$ cat src/rtl/pipe_ir_chain_pkg.sv
// Shared constants, field helpers and edge-action encoding for the
// instruction-register chain and its hazard detector.
package pipe_ir_chain_pkg;

    localparam int unsigned XLEN = 32;

    typedef logic [XLEN-1:0] iword_t;

    localparam logic [5:0] LOAD_OP  = 6'h12;
    localparam iword_t     NOP_WORD = 32'h0000_0000;

    localparam int OP_HI = 31;
    localparam int OP_LO = 26;
    localparam int RS_HI = 25;
    localparam int RS_LO = 21;
    localparam int RT_HI = 20;
    localparam int RT_LO = 16;

    // Bit positions inside stage_vld = {mw, em, ie, ii}.
    localparam int II = 0;
    localparam int IE = 1;
    localparam int EM = 2;
    localparam int MW = 3;

    typedef enum logic [1:0] {
        ACT_NORMAL,
        ACT_STALL,
        ACT_FLUSH,
        ACT_HOLD
    } stage_act_e;

    function automatic logic [5:0] op_of(input iword_t w);
        return w[OP_HI:OP_LO];
    endfunction

    function automatic logic [4:0] rs_of(input iword_t w);
        return w[RS_HI:RS_LO];
    endfunction

    function automatic logic [4:0] rt_of(input iword_t w);
        return w[RT_HI:RT_LO];
    endfunction

    function automatic logic [15:0] sat_inc16(input logic [15:0] v);
        return (v == 16'hFFFF) ? v : v + 16'd1;
    endfunction

endpackage

$ cat src/rtl/pipe_hazard_det.sv
// Combinational load-use detector: a valid load in ID/EX whose non-zero rt
// feeds a valid instruction in IF/ID. Suppressed by branch flush and hold.
module pipe_hazard_det
    import pipe_ir_chain_pkg::*;
(
    input  logic [31:0] ii_word,
    input  logic [31:0] ie_word,
    input  logic        ii_vld,
    input  logic        ie_vld,
    input  logic        branch_taken,
    input  logic        hold,
    output logic        stall
);

    logic       ie_is_load;
    logic [4:0] ie_rt;
    logic       rt_match;
    logic       unused_bits;

    assign ie_is_load = (op_of(ie_word) == LOAD_OP);
    assign ie_rt      = rt_of(ie_word);
    assign rt_match   = (ie_rt == rs_of(ii_word)) | (ie_rt == rt_of(ii_word));

    // A squashed or frozen pair never requests a bubble.
    assign stall = ie_vld & ie_is_load & (ie_rt != 5'd0) & ii_vld & rt_match
                 & ~branch_taken & ~hold;

    // Only opcode/register fields take part in detection.
    assign unused_bits = ^{ii_word[OP_HI:OP_LO], ii_word[RT_LO-1:0],
                           ie_word[RS_HI:RS_LO], ie_word[RT_LO-1:0]};

endmodule

$ cat src/rtl/pipe_ir_chain.sv
// IF/ID -> ID/EX -> EX/MEM -> MEM/WB instruction-register chain with
// load-use bubbles, branch squash and global hold. Optional PIPE_STATS_EN
// adds saturating stall/flush counters.
module pipe_ir_chain
    import pipe_ir_chain_pkg::*;
(
    input  logic        clk,
    input  logic        rst,
    input  logic [31:0] instr_in,
    input  logic        branch_taken,
    input  logic        hold,
    output logic [31:0] iiO,
    output logic [31:0] ieO,
    output logic [31:0] emO,
    output logic [31:0] mwO,
    output logic [3:0]  stage_vld,
    output logic        stall,
    output logic        pc_we
`ifdef PIPE_STATS_EN
    ,
    output logic [15:0] stall_cnt,
    output logic [15:0] flush_cnt
`endif
);

    iword_t     ii_q, ie_q, em_q, mw_q;
    logic [3:0] vld_q;
    stage_act_e act;

    pipe_hazard_det u_hazard (
        .ii_word      (ii_q),
        .ie_word      (ie_q),
        .ii_vld       (vld_q[II]),
        .ie_vld       (vld_q[IE]),
        .branch_taken (branch_taken),
        .hold         (hold),
        .stall        (stall)
    );

    assign pc_we = ~hold & ~stall;

    // NOTE: act gets its default before any branch so no path leaves it
    // unassigned; otherwise synthesis would infer a latch.
    always_comb begin
        act = ACT_NORMAL;
        if (hold)
            act = ACT_HOLD;
        else if (branch_taken)
            act = ACT_FLUSH;
        else if (stall)
            act = ACT_STALL;
    end

    // NOTE: sequential state uses non-blocking assignments so every stage
    // samples the pre-edge value of its upstream neighbour.
    always_ff @(posedge clk) begin
        if (rst) begin
            ii_q  <= NOP_WORD;
            ie_q  <= NOP_WORD;
            em_q  <= NOP_WORD;
            mw_q  <= NOP_WORD;
            vld_q <= 4'b0000;
        end else begin
            case (act)
                ACT_HOLD: begin
                    ii_q  <= ii_q;
                    ie_q  <= ie_q;
                    em_q  <= em_q;
                    mw_q  <= mw_q;
                    vld_q <= vld_q;
                end
                ACT_FLUSH: begin
                    ii_q      <= NOP_WORD;
                    ie_q      <= NOP_WORD;
                    em_q      <= ie_q;
                    mw_q      <= em_q;
                    vld_q[II] <= 1'b0;
                    vld_q[IE] <= 1'b0;
                    vld_q[EM] <= vld_q[IE];
                    vld_q[MW] <= vld_q[EM];
                end
                ACT_STALL: begin
                    // IF/ID keeps the dependent instruction; the bubble
                    // in ID/EX clears the hazard on the next cycle.
                    ii_q      <= ii_q;
                    ie_q      <= NOP_WORD;
                    em_q      <= ie_q;
                    mw_q      <= em_q;
                    vld_q[II] <= vld_q[II];
                    vld_q[IE] <= 1'b0;
                    vld_q[EM] <= vld_q[IE];
                    vld_q[MW] <= vld_q[EM];
                end
                default: begin
                    ii_q      <= instr_in;
                    ie_q      <= ii_q;
                    em_q      <= ie_q;
                    mw_q      <= em_q;
                    vld_q[II] <= 1'b1;
                    vld_q[IE] <= vld_q[II];
                    vld_q[EM] <= vld_q[IE];
                    vld_q[MW] <= vld_q[EM];
                end
            endcase
        end
    end

    assign iiO       = ii_q;
    assign ieO       = ie_q;
    assign emO       = em_q;
    assign mwO       = mw_q;
    assign stage_vld = vld_q;

`ifdef PIPE_STATS_EN
    logic [15:0] stall_cnt_q, flush_cnt_q;

    always_ff @(posedge clk) begin
        if (rst) begin
            stall_cnt_q <= 16'd0;
            flush_cnt_q <= 16'd0;
        end else begin
            if (stall)
                stall_cnt_q <= sat_inc16(stall_cnt_q);
            if (branch_taken && !hold)
                flush_cnt_q <= sat_inc16(flush_cnt_q);
        end
    end

    assign stall_cnt = stall_cnt_q;
    assign flush_cnt = flush_cnt_q;
`endif

endmodule

$ cat config.mk
export PLATFORM = sky130hd
export DESIGN_NAME = pipe_ir_chain
export DESIGN_NICKNAME = d
export VERILOG_FILES = /design/src/rtl/pipe_ir_chain_pkg.sv /design/src/rtl/pipe_hazard_det.sv /design/src/rtl/pipe_ir_chain.sv
export SDC_FILE = /design/constraint.sdc
export NUM_CORES = 1
export LEC_CHECK = 0
export CAP_MARGIN = 40
export CORE_MARGIN = 2
export CORE_UTILIZATION = 45
export DETAILED_ROUTE_END_ITERATION = 12
export GPL_TIMING_DRIVEN = 0
export PLACE_DENSITY = 0.83
export SLEW_MARGIN = 10
export SYNTH_ARGS = -nofsm -noshare
export SYNTH_HDL_FRONTEND = slang
export SYNTH_SLANG_ARGS = --single-unit
$ cat constraint.sdc
create_clock -name clk -period 4.1 [get_ports clk]
set_input_delay 1.025 -clock clk [delete_from_list [all_inputs] [get_ports clk]]
set_output_delay 1.025 -clock clk [all_outputs]
set_load 0.005 [all_outputs]
# Word level (Yosys, flattened, before mapping)
# Cells that the tools add are included.
# word_totals
wordCells	35
out_inout_bits	134
ff_bits	132
# classes
eq_ne	6
muxes	6
n_bitwise	13
reduce_logical	4
# ops
op	n
one-hot mux 32 bit (2 select lines)	2
one-hot mux 4 bit (3 select lines)	1
== test 5 bit	2
bitwise AND 1 bit	7
== test 6 x 5 -> 1 bit (second input constant)	1
inverter 1 bit	5
nonzero test 5 bit	1
== test 2 bit (second input constant)	2
2-to-1 mux 2 bit	2
OR reduction 2 bit	2
== test 2 x 1 -> 1 bit (second input constant)	1
AND reduction 2 bit	1
2-to-1 mux 1 bit	1
OR 1 bit	1

# Logic depth before layout (Yosys ltp)
# Gate-level depths: netlist of run 1.
# logic_depth
depth_word	13
depth_mapped	10

# By module
# Synthesis of run 1 repeated with hierarchy kept, for this count alone.
# unflattened
hier_cells	540
hier_area_um2	5192.5
# modules_own_cells
mod	instances	cells_each	area_per_inst_um2
pipe_ir_chain	1	520	5038.6
pipe_hazard_det	1	20	153.9

# Worst setup path before layout of run 1
# OpenSTA, ideal clock, no wires.
# synth_path
path_kind	input to register
startpoint	input branch_taken
endpoint	register em_q[0] (netlist: emO[0])
cell_stages	9
slack_ns	0.931
required_ns	3.972
path_buffers	3
t_arrival_ns	3.042
cell_sequence	nor4b_1 > nand4_1 > o31ai_1 > ha_1 > clkbuf_1 > clkbuf_1 > buf_2 > mux2i_1 > nor2_1
# synth_via
elab_chain_len	7
# synth_lines
element	line_no	text
start: declaration	pipe_ir_chain.sv:10	input logic branch_taken,
inverter 1 bit	pipe_hazard_det.sv:26	& ~branch_taken & ~hold;
bitwise AND 1 bit (2 in series)	pipe_hazard_det.sv:26	
2-to-1 mux 1 bit	pipe_ir_chain.sv:50	else if (stall)
2-to-1 mux 2 bit *	pipe_ir_chain.sv:48	else if (branch_taken)
2-to-1 mux 2 bit *	pipe_ir_chain.sv:46	if (hold)
== test 2 bit *	pipe_ir_chain.sv:64	case (act)
end signal: assignment	pipe_ir_chain.sv:68	em_q <= em_q;
end signal: assignment	pipe_ir_chain.sv:75	em_q <= ie_q;
end signal: assignment	pipe_ir_chain.sv:87	em_q <= ie_q;
end: declaration	pipe_ir_chain.sv:26	iword_t ii_q, ie_q, em_q, mw_q;
# Mark *: on every way between the ends. The rest lies on a longest branch, timed or not.
# A chain may end at the register's enable or synchronous reset.

# Worst setup path in the final report of run 1
# layout_path
startpoint	input branch_taken
endpoint	output stall
# layout_via
elab_chain_len	3
# layout_lines
element	line_no	text
inverter 1 bit	pipe_hazard_det.sv:26	
bitwise AND 1 bit (2 in series)	pipe_hazard_det.sv:26	
end: declaration	pipe_ir_chain.sv:17	output logic stall,
# Every way passes these cells.

==> flow_summary.ini, run 1 <==
[cells_and_area]
n_antenna_cell = 0
fin_util = 0.705
final_nets = 695
final_cell_area_mm2 = 0.00734
fillCellCount = 771
drive_above_1_share = 0.131
areaGrowthSynthToFinish_pct = 50.7

[clock_tree]
clk_path_buf_depth = 2
path_clk_slew_ns = 0.06
cts_tree = done
insertion_delay_ns = 0.52
cts.sinks = 132
cts_root_buf = clkbuf_8
htree_levels = 4
cts-buffers-inserted = 17
cts-hold-fix-buffers = 0

[die]
io_pins = 170
die-width_um = 108
core_mm2 = 0.0104
start_util = 0.468
rows = 37
dieArea_mm2 = 0.0117
die_h_um = 108

[routing]
post_drt_wl_per_cell_um = 16.9
avgViaCountPerCell = 5.19
routed_wirelength_um = 13700
drtIter0Drc = 158
vias = 4187
drt-pass1-iter-count = 4
detail-route-antenna-nets = 0
drc = 0

[yosys]
synthAdderAreaFrac = 0.00257
yosysSeqAreaShare = 0.542
ys_types = 29
netlist_top_cells_area = dfxtp_1 54%, mux2i_1 14%, nor2_1 7.9%, a22o_2 6.2%, nor3b_1 5.1%
synth-simple-area-share = 0.148
synth_top_area_share = 0.542
synth_flop_cell = dfxtp_1
yosysMostFrequentCell = dfxtp_1
ys_async_sr_fraction = 0
synth_edf_count = 0
ys_warn_count = 0
synth_xor_xnor_area_share = 0.0180
yosysTopAreaCell = dfxtp_1
synth_top_family_by_area = simple AND/OR/NAND/NOR gates
synth-compound-area-share = 0.114
syn_nets = 504
synthTopCellsByCount = 132 x dfxtp_1, 103 x nor2_1, 66 x mux2i_1
syn_inst = 467
syn-cell-area_mm2 = 0.00487
synth_area_per_cell_um2 = 10.4
ys_seq_elements = 132
muxShareOfSynthArea = 0.136

[run_status]
status = completed

[min_path]
hp-class = reg -> reg
holdPathStages = 2

[critical_path]
worst-r2r-setup-slack_ns = 0.99
cp_max_fo = 3
reg2reg_from = ieO[16]
rr_endpoint = mwO[17]
ff2ff_path_depth = 10
startpoint = branch_taken
crit_arrival_ns = 2.99
crit_path_end_kind = output port
endpoint = stall
start_kind = primary input
worstPathRequired_ns = 3.07
path_class = in -> out

[timing]
min_period_ns = 4.01
setup_tns_ns = 0
fin_ws_ns = 0.0894
fin_crit_sh = 0.978
setup_viol = 0
slew_viol_final = 0
worst_clock_skew_ns = 0.0140
finalHoldViolations = 0
maxSlewHeadroom = 0.534
grt_setup_unrepaired = false
worst_slew_pin_slew_ns = 0.698
clock.fmax_mhz = 249

[power_and_ir_drop]
ir_drop_mv = 0.250
power_leakage_nw = 2.86
p_total_mw = 3.02
power.density_mw_per_mm2 = 412

[grt]
overflow = 0
antenna_found_initial = 0
grt_pass1_vias = 4051
grt_pass1_wl_um = 20700
grtUsageTotal = 0.230
grt_max_degree = 17

[placement]
place_congestion = 0.791
dpl.hpwl_um = 9730
place_ws_ns = -0.215
placed_area_mm2 = 0.00673
io_buffers = 169

[run]
maxCapViolCount = 0
-- final cells by class --
cell class	instances	area, um2	share of cell area
Buffer	38	183	0.0249
Clock inverter	14	151	0.0206
Clock buffer	18	418	0.0569
Multi-Input combinational cell	294	2050	0.279
Sequential cell	132	2640	0.360
Inverter	3	11.3	0.00153
Timing Repair Buffer	172	1710	0.234
Tap cell	136	170	0.0232
-- registers in the layout, summed over array words and instances, names as in the netlist --
register,flops
iiO,32
ieO,32
emO,32
stage_vld,4
mwO,32
-- where the power goes --
| group | total, mW | switching (mW) | internal (mW) | leakage (nW) |
|---|---|---|---|---|
| combinational | 0.244 | 0.120 | 0.124 | 1.53 |
| sequential | 1.33 | 0.0217 | 1.31 | 1.07 |
| clock | 1.45 | 0.582 | 0.870 | 0.265 |
-- worst max-delay path, cell delays in order --
cell,delay [ns]
clkdlybuf4s50_1,0.46
nor4b_2,0.24
nand4_1,0.22
or3_4,0.39
nor2_1,0.09
clkdlybuf4s50_1,0.54
-- layer usage --
layer / GRT usage / part of all wire / vias up
li1: - / - / 2003
met1: 0.275 / 0.43 / 2015
met2: 0.392 / 0.49 / 141
met3: 0.0597 / 0.054 / 28
met4: 0.0980 / 0.029 / 0
met5: 0 / 0 / -
-- cells in the final DEF, fill, tap and decap left out, types with 2 or more instances in the layout --
cell type / instances
a21oi_1: 33
a22o_1: 2
a22o_2: 30
buf_2: 8
buf_4: 5
buf_6: 3
bufinv_16: 2
clkbuf_1: 26
clkbuf_16: 16
clkdlybuf4s50_1: 169
clkinv_2: 2
clkinvlp_4: 5
dfxtp_1: 132
inv_1: 3
inv_6: 4
mux2i_1: 66
nor2_1: 103
nor3_2: 2
nor3b_1: 33
xor2_1: 10
-- how the worst min path moves through the flow --
stage                      start           end
floorplan           stage_vld[0]  stage_vld[0]
global placement         mwO[22]       mwO[22]
detailed placement       mwO[16]       mwO[16]
CTS                      mwO[16]       mwO[16]
global route              mwO[3]        mwO[3]
finish                   mwO[16]       mwO[16]
-- cell families (layout without fill, tap and decap cells) --
family | Yosys count | count (layout)
adder cells (fa/ha/maj) | 1 | 1
multiplexers | 66 | 66
AND/OR/NAND/NOR | 147 | 147
XOR/XNOR | 10 | 10
AO/OA/AOI/OAI | 70 | 70
flip-flops | 132 | 132
buffers and inverters | 41 | 245
-- timing repair --
action | CTS | global route
buffers inserted | 2 | 1
pin swaps | 1 | 1
setup endpoints to repair | 2 | 2
resized for setup | 1 | 2
cloned | 0 | 0
-- through the flow --
stage / std cells / hold WS [ns]
after floorplan: 467 / 0.477
after global placement: 772 / 0.474
after detailed placement: 772 / 0.484
after CTS: 806 / 0.499
after global routing: 807 / 0.519
final: 807 / 0.493
Note: power is estimated with default switching activity, not from simulation.
==> run 2: changes to the inputs <==
--- a/config.mk
+++ b/config.mk
@@ -6,11 +6,11 @@
 export NUM_CORES = 1
 export LEC_CHECK = 0
 export CAP_MARGIN = 40
-export CORE_MARGIN = 2
-export CORE_UTILIZATION = 45
+export CORE_UTILIZATION = 47
+export CTS_BUF_LIST = sky130_fd_sc_hd__clkbuf_8
 export DETAILED_ROUTE_END_ITERATION = 12
 export GPL_TIMING_DRIVEN = 0
-export PLACE_DENSITY = 0.83
+export PLACE_DENSITY = 0.86
 export SLEW_MARGIN = 10
 export SYNTH_ARGS = -nofsm -noshare
 export SYNTH_HDL_FRONTEND = slang
==> run 2 against run 1 <==
Effect of this change: global-route usage grew 2.6 points; via count fell by 1.1%; total power is 11% lower; utilization rose by 1.7 points; fmax shrank 0.86%; critical path depth unchanged; critical endpoint unchanged.
==> flow_summary.ini, run 2 (synthesized netlist as in run 1, its figures left out) <==
[run_status]
status = completed

[grt]
antenna_found_initial = 0
grt_pass1_wl_um = 21800
grt_max_degree = 17
grtUsageTotal = 0.256
overflow = 0
grt_pass1_vias = 4198

[cells_and_area]
n_antenna_cell = 0
fin_util = 0.722
drive_above_1_share = 0.130
layout_common_cells = 169 x clkdlybuf4s50_1, 132 x dfxtp_1, 103 x nor2_1
final_nets = 693
final_cell_area_mm2 = 0.00715
areaGrowthSynthToFinish_pct = 46.8
final_common_cell = clkdlybuf4s50_1
fillCellCount = 718

[critical_path]
startpoint = branch_taken
reg2reg_from = ieO[16]
path_class = in -> out
crit_arrival_ns = 3.02
crit_path_end_kind = output port
ff2ff_path_depth = 10
cp_max_fo = 3
worstPathRequired_ns = 3.07
worst-r2r-setup-slack_ns = 0.96
start_kind = primary input
rr_endpoint = mwO[25]

[clock_tree]
insertion_delay_ns = 0.43
cts_root_buf = clkbuf_8
cts-buffers-inserted = 17
cts_tree = done
cts.sinks = 132
cts-hold-fix-buffers = 0
path_clk_slew_ns = 0.08
clk_path_buf_depth = 2
htree_levels = 4

[timing]
maxSlewHeadroom = 0.514
fin_crit_sh = 0.987
clock.fmax_mhz = 247
setup_viol = 0
worst_slew_pin_slew_ns = 0.729
fin_ws_ns = 0.0544
min_period_ns = 4.05
slew_viol_final = 0
grt_setup_unrepaired = false
finalHoldViolations = 0
worst_clock_skew_ns = 0.0117

[min_path]
worstHoldEndpoint = mwO[23]
hp-class = reg -> reg
holdCritStartpoint = mwO[23]
holdPathStages = 2

[placement]
dpl.hpwl_um = 9620
placed_area_mm2 = 0.00673
place_ws_ns = -0.410
place_congestion = 0.817
io_buffers = 169

[routing]
avgViaCountPerCell = 5.16
drt-pass1-iter-count = 5
detail-route-antenna-nets = 0
vias = 4142
drtIter0Drc = 122
drc = 0
post_drt_wl_per_cell_um = 16.9
routed_wirelength_um = 13500

[die]
dieArea_mm2 = 0.0108
die-width_um = 104
core_mm2 = 0.00991
rows = 36
io_pins = 170
die_h_um = 104
start_util = 0.492

[power_and_ir_drop]
pwr-share-seq = 0.495
internal_power_mw = 1.98
p_clk_frac = 0.413
switching_share = 0.259
ir_drop_mv = 0.207
combPwrFrac = 0.092
power_switching_mw = 0.693
power.density_mw_per_mm2 = 374
power_leakage_nw = 2.79

[run]
maxCapViolCount = 0
run 2: routing by layer:
layer	track usage	vias to the layer above	routed length, um
met5	0	-	0
li1	-	1990	-
met1	0.306	1982	5800
met2	0.448	155	6760
met3	0.0585	15	824
met4	0.0918	0	154
run 2: final cells by class:
class | count | area (um2) | area share
tap | 133 | 166 | 0.0233
multi-input combinational | 294 | 2050 | 0.287
clock buffer | 17 | 234 | 0.0327
clock inverter | 15 | 168 | 0.0234
sequential | 132 | 2640 | 0.369
inverter | 3 | 11.3 | 0.00157
buffer | 38 | 183 | 0.0255
timing repair buffer | 170 | 1700 | 0.237
run 2: critical path, stage by stage:
cell	delay [ns]
clkdlybuf4s50_1	0.46
nor4b_2	0.28
nand4_1	0.24
or3_4	0.39
nor2_1	0.10
clkdlybuf4s50_1	0.53
run 2: how the worst max path moves through the flow:
stage / endpoint / slack, ns / cells past startpoint
finish: stall / 0.05 / 6
global placement: stall / -0.09 / 6
detailed placement: mwO[25] / -0.41 / 10
global route: stall / 0.007 / 6
floorplan: emO[0] / 0.93 / 9
CTS: pc_we / 0.03 / 6
run 2: what timing repair did:
action	in CTS	in global routing
pin swaps	1	1
resized for setup	2	1
setup buffers	1	0
endpoints found under the hold margin	0	0
endpoints found under the setup margin	2	2
run 2: power by group through the flow:
stage	Clock, mW	Combinational, mW	Sequential, mW
6_report	1.11	0.245	1.32
5_1_grt	1.18	0.263	1.33
4_1_cts	1.12	0.246	1.32
3_5_place_dp	0	0.244	1.35
3_3_place_gp	0	0.238	1.35
2_1_floorplan	0	0.125	1.35
run 2: through the flow:
step	std cells	TNS [ns]	hold WS, ns	total power, mW
finish	802	0	0.503	2.68
global route	802	0	0.529	2.77
CTS	802	0	0.504	2.69
detailed placement	769	-24.23	0.486	1.60
global placement	769	-2.79	0.473	1.59
floorplan	467	0	0.477	1.48
==> RTL edit: new RTL, flow settings as in run 2 <==
Build with the macro `PIPE_STATS_EN` defined.
--- a/src/rtl/pipe_ir_chain.sv
+++ b/src/rtl/pipe_ir_chain.sv
@@ -3,2 +3,4 @@
 // adds saturating stall/flush counters.
+`define PIPE_STATS_EN
+
 module pipe_ir_chain
Behaviour (old outputs only; new: flush_cnt and stall_cnt): unchanged (Yosys induction, for registers that start in step).
==> RTL edit against run 2 <==
Worst setup slack worse by 21 ps. Wire length up 30%. Sequential power up 24%. Power rose by 6.9%. Global-route usage hardly changed. First-iteration DRC count is 150% higher. Via count grew 34%. Cell count up 30%. Sequential cell count grew 32. Critical endpoint is now emO[18]. Area after synthesis up 30%. Final area rose by 24%.
==> RTL edit: results (changes against run 2) <==
[drt]
wirelength_mm=17.63  ; +30%
vias_per_cell=5.293  ; +2.5%
routed-wl-met3_mm=1.200  ; +46%
vias=5531  ; +34%
wl_met1_mm=7.531  ; +30%

[synthesis]
synthTopCellsByCount=dfxtp_1 (164), nor2_1 (125), mux2i_1 (68), a21oi_1 (41), nor3b_1 (33)
synthAdderAreaFrac_pct=0.5944  ; +0.34 points
syn_area_per_cell_um2=9.715  ; -6.9%
synthDistinctLibCells=43  ; +48%
ys_seq_area_share_pct=51.99  ; -2.2 points

[global_routing]
grt_first_pass_wirelength_mm=28.03  ; +29%
grtUsageTotal_pct=25.61  ; about the same
grt_util_met2_pct=41.69  ; -3.1 points
grt_use_met1_pct=31.48  ; +0.87 points
grt_pass1_vias=5325  ; +27%

[min_path]
hold_end=mwO[13]

[critical_path]
worst_r2r_path_depth=11  ; +1
r2r_slack_ps=430  ; -530 ps
r2r-start=ieO[27]
cp_top_family=buffers and inverters
worstReg2RegEnd=emO[18]

[timing]
skew_ps=9.264  ; -2.387 ps
fin_crit_sh_pct=99.17  ; +0.50 points
hold_slack_ps=499.7  ; -3.105 ps
tightestPinTransition_ps=797.9  ; +69.22 ps

[layout]
nNetsFinal=908  ; +31%

[status]
status=completed

[place]
finalWeightedCongestion=0.8734  ; +6.9%
place_ws_ps=-449.5  ; -39.95 ps
place_inst=1022  ; +33%
placedInstanceArea_um2=8532  ; +27%

[pwr]
irDropWorstVdd_mv=0.2555  ; +23%
leakagePower_nw=3.239  ; +16%

[cts]
post-cts-setup-buffers=0  ; -1

[RTL edit: cell types whose count changed in the layout (fill, tap and decap cells not counted), sizes merged, moves of 6 or more]
cell                  run 2  this run
dfxtp                   132       164
clkdlybuf4s50           169       200
nor2                    104       126
nand2                     0        20
xnor2                     0        15
nand3                     0        12
nor2b                     1        10
o21ai                     0         9
a21oi                    33        41
nand4                     1         9
or3                       1         7
[RTL edit: power breakdown]
| part | leakage (nW) | switching [W] | internal [W] |
|---|---|---|---|
| combinational | 1.75 | 0.000130 | 0.000123 |
| sequential | 1.33 | 0.0000246 | 0.00162 |
| clock | 0.160 | 0.000516 | 0.000450 |
[RTL edit: cell type report]
type,instances,area [um^2]
timing repair buffer,200,2002
buffer,45,182.7
sequential,164,3283
clock inverter,2,8.758
inverter,5,18.77
multi-input combinational,436,2840
tap,172,215.2
clock buffer,21,289.0
fill,1025,4036
[RTL edit: repair_timing]
item | in CTS | in global routing
endpoints found under the setup margin | 1 | 51
cloned | 0 | 0
gates resized for setup | 1 | 3
